File: src/rtl/uart_pkg.sv
// Shared UART definitions: receiver state encoding, divider floor and stop-bit
// encodings, kept here so uart_tx can reuse them.
package uart_pkg;

  typedef enum logic [2:0] {
    ST_IDLE,
    ST_START,
    ST_DATA,
    ST_STOP1,
    ST_STOP2
  } uart_state_e;

  localparam logic [31:0] UART_MIN_DIVIDER = 32'd4;
  localparam logic [1:0]  UART_NSTOP_1     = 2'b00;
  localparam logic [1:0]  UART_NSTOP_2     = 2'b01;

  // Shorter bit periods leave no room for a mid-bit sample point.
  function automatic logic [31:0] clamp_div(input logic [31:0] d);
    return (d < UART_MIN_DIVIDER) ? UART_MIN_DIVIDER : d;
  endfunction

endpackage

File: src/rtl/uart_sync2ff.sv
// Two-flop synchronizer for the asynchronous serial line; resets to the idle
// (high) level so a reset never looks like a start edge.
module uart_sync2ff (
  input  logic clk_i,
  input  logic rst_i,
  input  logic d_i,
  output logic q_o
);

  logic meta_q, meta_d;
  logic sync_q, sync_d;

  always_comb begin
    meta_d = d_i;
    sync_d = meta_q;
  end

  always_ff @(posedge clk_i or posedge rst_i) begin
    if (rst_i) begin
      meta_q <= 1'b1;
      sync_q <= 1'b1;
    end else begin
      meta_q <= meta_d;
      sync_q <= sync_d;
    end
  end

  assign q_o = sync_q;

endmodule

File: src/rtl/uart_rx.sv
// UART receiver: 8 data bits LSB first, 1 or 2 stop bits, mid-bit sampling,
// single-entry output holding register with overrun and framing-error pulses.
module uart_rx
  import uart_pkg::*;
(
  input  logic        clk_i,
  input  logic        rst_i,
  input  logic        rx_i,
  input  logic [31:0] divider_i,
  input  logic [1:0]  nstop_i,
  output logic [7:0]  rx_data_o,
  output logic        rx_valid_o,
  input  logic        rx_ready_i,
  output logic        frame_err_o,
  output logic        overrun_o
);

  logic rx_s;

  uart_sync2ff u_sync (
    .clk_i (clk_i),
    .rst_i (rst_i),
    .d_i   (rx_i),
    .q_o   (rx_s)
  );

  uart_state_e state_q, state_d;
  logic [31:0] cnt_q, cnt_d;
  logic [31:0] div_q, div_d;
  logic        nstop2_q, nstop2_d;
  logic [7:0]  shift_q, shift_d;
  logic [2:0]  bit_q, bit_d;
  logic        rx_prev_q, rx_prev_d;
  logic [7:0]  data_q, data_d;
  logic        valid_q, valid_d;
  logic        ferr_q, ferr_d;
  logic        ovr_q, ovr_d;
  logic        expire;
  logic        deliver;

  always_comb begin
    state_d   = state_q;
    cnt_d     = cnt_q;
    div_d     = div_q;
    nstop2_d  = nstop2_q;
    shift_d   = shift_q;
    bit_d     = bit_q;
    rx_prev_d = rx_s;
    data_d    = data_q;
    valid_d   = valid_q;
    ferr_d    = 1'b0;
    ovr_d     = 1'b0;
    deliver   = 1'b0;
    expire    = (cnt_q == 32'd1);

    // Counter stops at 1; every expiry below reloads it explicitly.
    if (state_q != ST_IDLE && !expire)
      cnt_d = cnt_q - 32'd1;

    case (state_q)
      ST_IDLE: begin
        if (rx_prev_q && !rx_s) begin
          div_d    = clamp_div(divider_i);
          nstop2_d = (nstop_i != UART_NSTOP_1);
          cnt_d    = clamp_div(divider_i) >> 1;
          state_d  = ST_START;
        end
      end
      ST_START: begin
        if (expire) begin
          if (!rx_s) begin
            cnt_d   = div_q;
            bit_d   = 3'd0;
            state_d = ST_DATA;
          end else begin
            state_d = ST_IDLE;
          end
        end
      end
      ST_DATA: begin
        if (expire) begin
          shift_d = {rx_s, shift_q[7:1]};
          bit_d   = bit_q + 3'd1;
          cnt_d   = div_q;
          if (bit_q == 3'd7)
            state_d = ST_STOP1;
        end
      end
      ST_STOP1: begin
        if (expire) begin
          if (rx_s) deliver = 1'b1;
          else      ferr_d  = 1'b1;
          cnt_d   = div_q;
          state_d = nstop2_q ? ST_STOP2 : ST_IDLE;
        end
      end
      ST_STOP2: begin
        if (expire)
          state_d = ST_IDLE;
      end
      default: state_d = ST_IDLE;
    endcase

    // A byte consumed in the same cycle frees the slot for the new one.
    if (deliver && (!valid_q || rx_ready_i)) begin
      data_d  = shift_q;
      valid_d = 1'b1;
    end else if (deliver) begin
      ovr_d = 1'b1;
    end else if (valid_q && rx_ready_i) begin
      valid_d = 1'b0;
    end
  end

  always_ff @(posedge clk_i or posedge rst_i) begin
    if (rst_i) begin
      state_q   <= ST_IDLE;
      cnt_q     <= 32'd0;
      div_q     <= 32'd0;
      nstop2_q  <= 1'b0;
      shift_q   <= 8'h00;
      bit_q     <= 3'd0;
      rx_prev_q <= 1'b1;
      data_q    <= 8'h00;
      valid_q   <= 1'b0;
      ferr_q    <= 1'b0;
      ovr_q     <= 1'b0;
    end else begin
      state_q   <= state_d;
      cnt_q     <= cnt_d;
      div_q     <= div_d;
      nstop2_q  <= nstop2_d;
      shift_q   <= shift_d;
      bit_q     <= bit_d;
      rx_prev_q <= rx_prev_d;
      data_q    <= data_d;
      valid_q   <= valid_d;
      ferr_q    <= ferr_d;
      ovr_q     <= ovr_d;
    end
  end

  assign rx_data_o   = data_q;
  assign rx_valid_o  = valid_q;
  assign frame_err_o = ferr_q;
  assign overrun_o   = ovr_q;

endmodule

File: config.mk
export PLATFORM = sky130hd
export DESIGN_NAME = uart_rx
export DESIGN_NICKNAME = d
export VERILOG_FILES = /design/src/rtl/uart_pkg.sv /design/src/rtl/uart_sync2ff.sv /design/src/rtl/uart_rx.sv
export SDC_FILE = /design/constraint.sdc
export NUM_CORES = 1
export LEC_CHECK = 0
export BUFFER_PORTS_ARGS = -buffer_cell sky130_fd_sc_hd__buf_2
export CAP_MARGIN = 15
export CORE_ASPECT_RATIO = 0.7
export CORE_UTILIZATION = 50
export CTS_BUF_LIST = sky130_fd_sc_hd__clkbuf_8 sky130_fd_sc_hd__clkbuf_16
export DETAILED_ROUTE_END_ITERATION = 12
export HOLD_SLACK_MARGIN = 0.05
export PLACE_DENSITY = 0.75
export SKIP_CTS_REPAIR_TIMING = 1
export SLEW_MARGIN = 5
export SYNTH_ARGS = -nofsm -noshare
export SYNTH_HDL_FRONTEND = slang
export SYNTH_SLANG_ARGS = --single-unit
File: constraint.sdc
create_clock -name clk_i -period 7.2 [get_ports clk_i]
set_input_delay 1.44 -clock clk_i [delete_from_list [all_inputs] [get_ports clk_i]]
set_output_delay 1.44 -clock clk_i [all_outputs]
set_load 0.05 [all_outputs]
Word-level counts from Yosys, hierarchy flattened
Cells that the tools add are included.
Widths: inputs -> output; s select.
{"block": "op_classes", "eq_ne": 14, "order_cmp": 1, "reduce_logical": 19, "n_addsub": 2, "n_mux": 31}
{"cell": "$mux 32", "count": 6}
{"cell": "$pmux 32 s3", "count": 1}
{"cell": "$eq 32x1->1 const B", "count": 1}
{"cell": "$lt 32x3->1 const B", "count": 1}
{"cell": "$sub 32x1->32 const B", "count": 1}
{"cell": "$mux 3", "count": 10}
{"cell": "$pmux 3 s5", "count": 1}
{"cell": "$ne 2x2->1 const B", "count": 7}
{"cell": "$mux 1", "count": 11}
{"cell": "$eq 3x2->1 const B", "count": 2}
{"cell": "$eq 3x3->1 const B", "count": 2}
{"cell": "$pmux 3 s2", "count": 1}
{"cell": "$reduce_and 2->1", "count": 3}
{"cell": "$reduce_and 6->1", "count": 1}
{"cell": "$reduce_bool 2->1", "count": 3}
{"cell": "$logic_and 1x1->1", "count": 4}
{"cell": "$reduce_and 4->1", "count": 1}
{"cell": "$add 3x1->3 const B", "count": 1}
{"cell": "$eq 3x1->1 const B", "count": 1}
{"cell": "$logic_not 1->1", "count": 3}
{"cell": "$logic_not 3->1", "count": 1}
{"cell": "$reduce_bool 3->1", "count": 1}
{"cell": "$mux 2", "count": 1}
{"cell": "$ne 2x1->1 const B", "count": 1}
{"cell": "other kinds (2)", "count": 2}
{"block": "word_totals", "inputBits": 38, "register_bits": 93, "elab_cells": 80, "output_inout_bits": 11}

Depth between registers and ports, before layout
{"block": "depth", "depth_word": 7, "mapped_depth": 10, "mapped_depth_nobuf": 8}

By module
Synthesis repeated with hierarchy kept, for this count alone.
{"block": "unflattened", "hier_cells": 464, "hier_area_um2": 4581.9}
{"mod": "uart_rx", "area_each_um2": 4525.6, "n_inst": 1, "cells_per_inst": 461}
{"mod": "uart_sync2ff", "area_each_um2": 56.3, "n_inst": 1, "cells_per_inst": 3}

Least setup slack after synthesis
Ideal clock, no wire load.
{"block": "synth_timing", "path_kind": "flip-flop to flip-flop", "start": "reg cnt_q[8]", "end": "reg shift_q[0]", "setup_time_ps": 125, "required_ps": 7075, "stages_incl_launch_ff": 9, "period_less_slack_ps": 2702, "t_arrival_ps": 2577, "setup_slack_ps": 4498, "cell_sequence": "dfrtp_1 -> or3_1 -> clkbuf_1 -> or4_1 -> buf_2 -> nor4_4 -> and3_1 -> buf_4 -> mux2_2"}
{"block": "synth_between", "elab_chain_len": 2}
{"element": "start, declared", "line": "uart_rx.sv:28", "source": "logic [31:0] cnt_q, cnt_d;"}
{"element": "start signal, assigned", "line": "uart_rx.sv:130", "source": "cnt_q <= cnt_d;"}
{"element": "$eq 32x1->1", "line": "uart_rx.sv:54", "source": "expire = (cnt_q == 32'd1);"}
{"element": "$reduce_and 2->1 (no line)"}
{"element": "end signal, assigned", "line": "uart_rx.sv:133", "source": "shift_q <= shift_d;"}
{"element": "end, declared", "line": "uart_rx.sv:31", "source": "logic [7:0] shift_q, shift_d;"}
No other way between the ends.
A chain may end at the register's enable or synchronous reset.

Worst setup path after layout
{"block": "layout_timing", "start": "reg cnt_q[8]", "end": "reg cnt_q[11]"}
{"block": "layout_between", "elab_chain_len": 7, "word_cells_on_any_way": 10, "classes_between": "1 x add/sub; 1 x eq/ne; 6 x mux; 2 x reduce/logical"}
{"element": "branches (longest 6 deep; another with $sub 32x1->32)"}
{"element": "$pmux 32 s3 *", "line": "uart_rx.sv:60", "source": "case (state_q)"}
{"element": "via cnt_d[11]", "line": "uart_rx.sv:28"}
Mark *: on every way through the listed nets, which the timed path passes.

==> flow_summary.yaml <==
status:
  status: "finished clean"
cells_and_area:
  finalNetCount: 560
  stdcell_area_um2: 5140
  area_growth_pct: 14.1
  drive_above_1_share: 0.174
  antennaDiodeCount: 0
synth:
  synthCells: 478
  synth_area_leaders: "dfrtp_1 (50%), nand2_1 (11%), mux2_2 (4.5%)"
  synth_top_area_cell: "dfrtp_1"
  yosysMostFrequentCell: "nand2_1"
  synth.avg_cell_area_um2: 9.43
  yosysTopAreaCellShare: 0.500
  yosys_register_bits: 93
  async_flop_share: 1.00
  ys_seq_area_frac: 0.517
  synth_top_family_by_area: "simple AND/OR/NAND/NOR gates"
  ys_types: 51
  ys_top_cells_by_count: "nand2_1 (133), dfrtp_1 (90), nor2_1 (25)"
  synth_xor_area_frac: 0.0330
  ys_warn_count: 0
  synthMuxAreaShare: 0.0472
  synth_edf_count: 0
  yosys.area_share.simple: 0.251
  synth.net_count: 520
  synth_area_um2: 4510
  synth_compound_area_frac: 0.113
  synth_top_flop_cell: "dfrtp_1"
  synthAdderAreaFrac: 0.0111
critical_path:
  crit_cells: 7
  critPathBufInv: 1
  reg2reg_slack_ps: 3970
  slowest_delay_ps: 630
  cp_top_family: "simple AND/OR/NAND/NOR gates"
  worst_setup_path_start_kind: "flip-flop"
  slowest_stage: "a21o_1"
  r2r.worst_path.cells: 7
  cp_max_fo: 20
  crit_chain: "or3_1, or4_1, nor4_4, buf_4, a21o_1, a21oi_1, a221o_1"
  critPathCaptureType: "flip-flop"
  arrival_ps: 3460
  required_ps: 7430
  critPathKind: "reg2reg"
floorplanning:
  rows: 28
  core_area_um2: 8580
  die_y_um: 81.4
  initial_core_util: 0.525
  dieArea_um2: 9400
  ios: 49
  fp.dieW_um: 115
route:
  drtIter0Drc: 334
  wl_um: 11000
  drtAntennaViolNets: 0
  avgRoutedWirePerCell_um: 17.1
  dr.pass1.iters: 6
  vias: 3817
  remaining_drc_errors: 0
  viasPerCell: 5.94
global_route:
  grt_antenna_before_repair: 0
  grt_start_max_net_pins: 71
  grt_pass1_wl_um: 17800
  grt_pass1_vias: 3507
  grt_use_total: 0.254
  grt-ovfl-total: 0
pwr:
  p_int_mw: 1.16
  powerDensity_nw_per_um2: 340
  leakage_nw: 2.41
  pwr-share-comb: 0.242
  ir_worst_vdd_mv: 0.184
  p_sw_mw: 0.591
  p_sw_frac: 0.338
  p_clk_frac: 0.267
  p_seq_frac: 0.491
placed_design:
  hpwlAfterDp_um: 7560
  place_area_um2: 4820
  gp_congestion: 0.842
  place.port_buffers: 48
sta:
  worst_slew_pin_slew_ps: 872
  fin_crit_sh: 0.449
  hold_violations: 0
  fin_setup_tns_ps: 0
  max_slew_margin: 0.418
  setup_viol: 0
  rsz0062_at_grt: "false"
  max_freq_mhz: 310
  final_max_slew_viol_count: 0
  clock_skew_ps: 7.99
  period_needed_ps: 3230
clock_network:
  ctsHtreeMaxLevel: 3
  cts_sinks: 93
  path_clk_slew_ps: 60
  cts-root-buf: "clkbuf_16"
  tritoncts: "done"
  cts_buffers: 9
  clk_latency_ps: 340
  clockBufferDepth: 2
run:
  maxCapViolCount: 0
hold_path:
  hold_class: "reg2reg"
  hold_depth: 0
## per-layer routing
| metal | wire length, um | global-route usage | vias up |
|---|---|---|---|
| li1 | - | - | 1781 |
| met1 | 5290 | 0.378 | 1866 |
| met2 | 4800 | 0.369 | 160 |
| met3 | 830 | 0.0723 | 10 |
| met4 | 85 | 0.0468 | 0 |
| met5 | 0 | 0 | - |
## state kept, by name, indices dropped and copies added (netlist names)
signal,cells
u_sync.meta_q,1
frame_err_o,1
state_q,3
div_q,32
rx_data_o,8
overrun_o,1
nstop2_q,1
rx_prev_q,1
shift_q,8
u_sync.q_o,1
cnt_q,32
bit_q,3
rx_valid_o,1
## stage by stage
step | total power [mW] | worst slack (ps) | instances | hold slack, ps | util
after floorplan | 1.15 | 3340 | 478 | 345 | -
after global placement | 1.25 | 4030 | 626 | 348 | 0.561
after detailed placement | 1.28 | 3940 | 626 | 351 | 0.561
after CTS | 1.75 | 3910 | 642 | 360 | 0.596
after global routing | 1.86 | 3800 | 643 | 368 | 0.599
final | 1.75 | 3970 | 643 | 359 | 0.599
## worst paths after layout
check	startpoint	to
hold / removal	u_sync.meta_q	u_sync.q_o
setup reg to reg	cnt_q[8]	cnt_q[11]
setup / recovery	cnt_q[8]	cnt_q[11]
max in group asynchronous	rst_i	cnt_q[16]
hold reg to reg	u_sync.meta_q	u_sync.q_o
min in group asynchronous	rst_i	div_q[2]
## power by group through the flow
| stage | clock, mW | sequential [mW] | combinational [mW] |
|---|---|---|---|
| after floorplan | 0 | 0.812 | 0.342 |
| after global placement | 0 | 0.852 | 0.402 |
| after detailed placement | 0 | 0.859 | 0.417 |
| after CTS | 0.474 | 0.853 | 0.421 |
| after global routing | 0.497 | 0.881 | 0.483 |
| final | 0.467 | 0.858 | 0.423 |
## worst register-to-register path, stage by stage (launching register included)
cell     delay (ps)
dfrtp_1         430
or3_1           460
or4_1           570
nor4_4          330
buf_4           280
a21o_1          630
a21oi_1         120
a221o_1         300
## cells in the final DEF (no fill, tap or decap), types with 4 or more instances in the layout
cell       netlist  final
a21oi_1          9      9
a22oi_1          7      7
and3_1           5      5
buf_2            4     48
buf_4            4      4
clkbuf_16        0      9
dfrtp_1         90     90
ha_1             4      4
inv_1            4      5
mux2_2          18     18
nand2_1        133    133
nand3_1         17     17
nand4_1         10     10
nor2_1          25     25
nor3_1           8      8
nor4_1          18     18
o211ai_1        15     15
o21ai_0         18     18
or3_1            7      7
or4_1            4      4
xnor2_1          5      5
xor2_1          12     12
## final cells by class
cell class / count / area (um^2)
Fill cell: 782 / 3440
Inverter: 4 / 16.3
Timing Repair Buffer: 53 / 298
Clock buffer: 10 / 239
Clock inverter: 6 / 57.6
Tap cell: 120 / 150
Sequential cell: 93 / 2330
Multi-Input combinational cell: 357 / 2050
## cell families after synthesis
| group | Yosys count |
|---|---|
| and+or+nand+nor | 242 |
| AOI/OAI and AO/OA | 75 |
| adders and majority gates | 4 |
| buffers and inverters | 28 |
| DFF | 93 |
| xor gates and xnor gates | 17 |
| muxes | 19 |
Note: power is estimated with default switching activity, not from simulation.
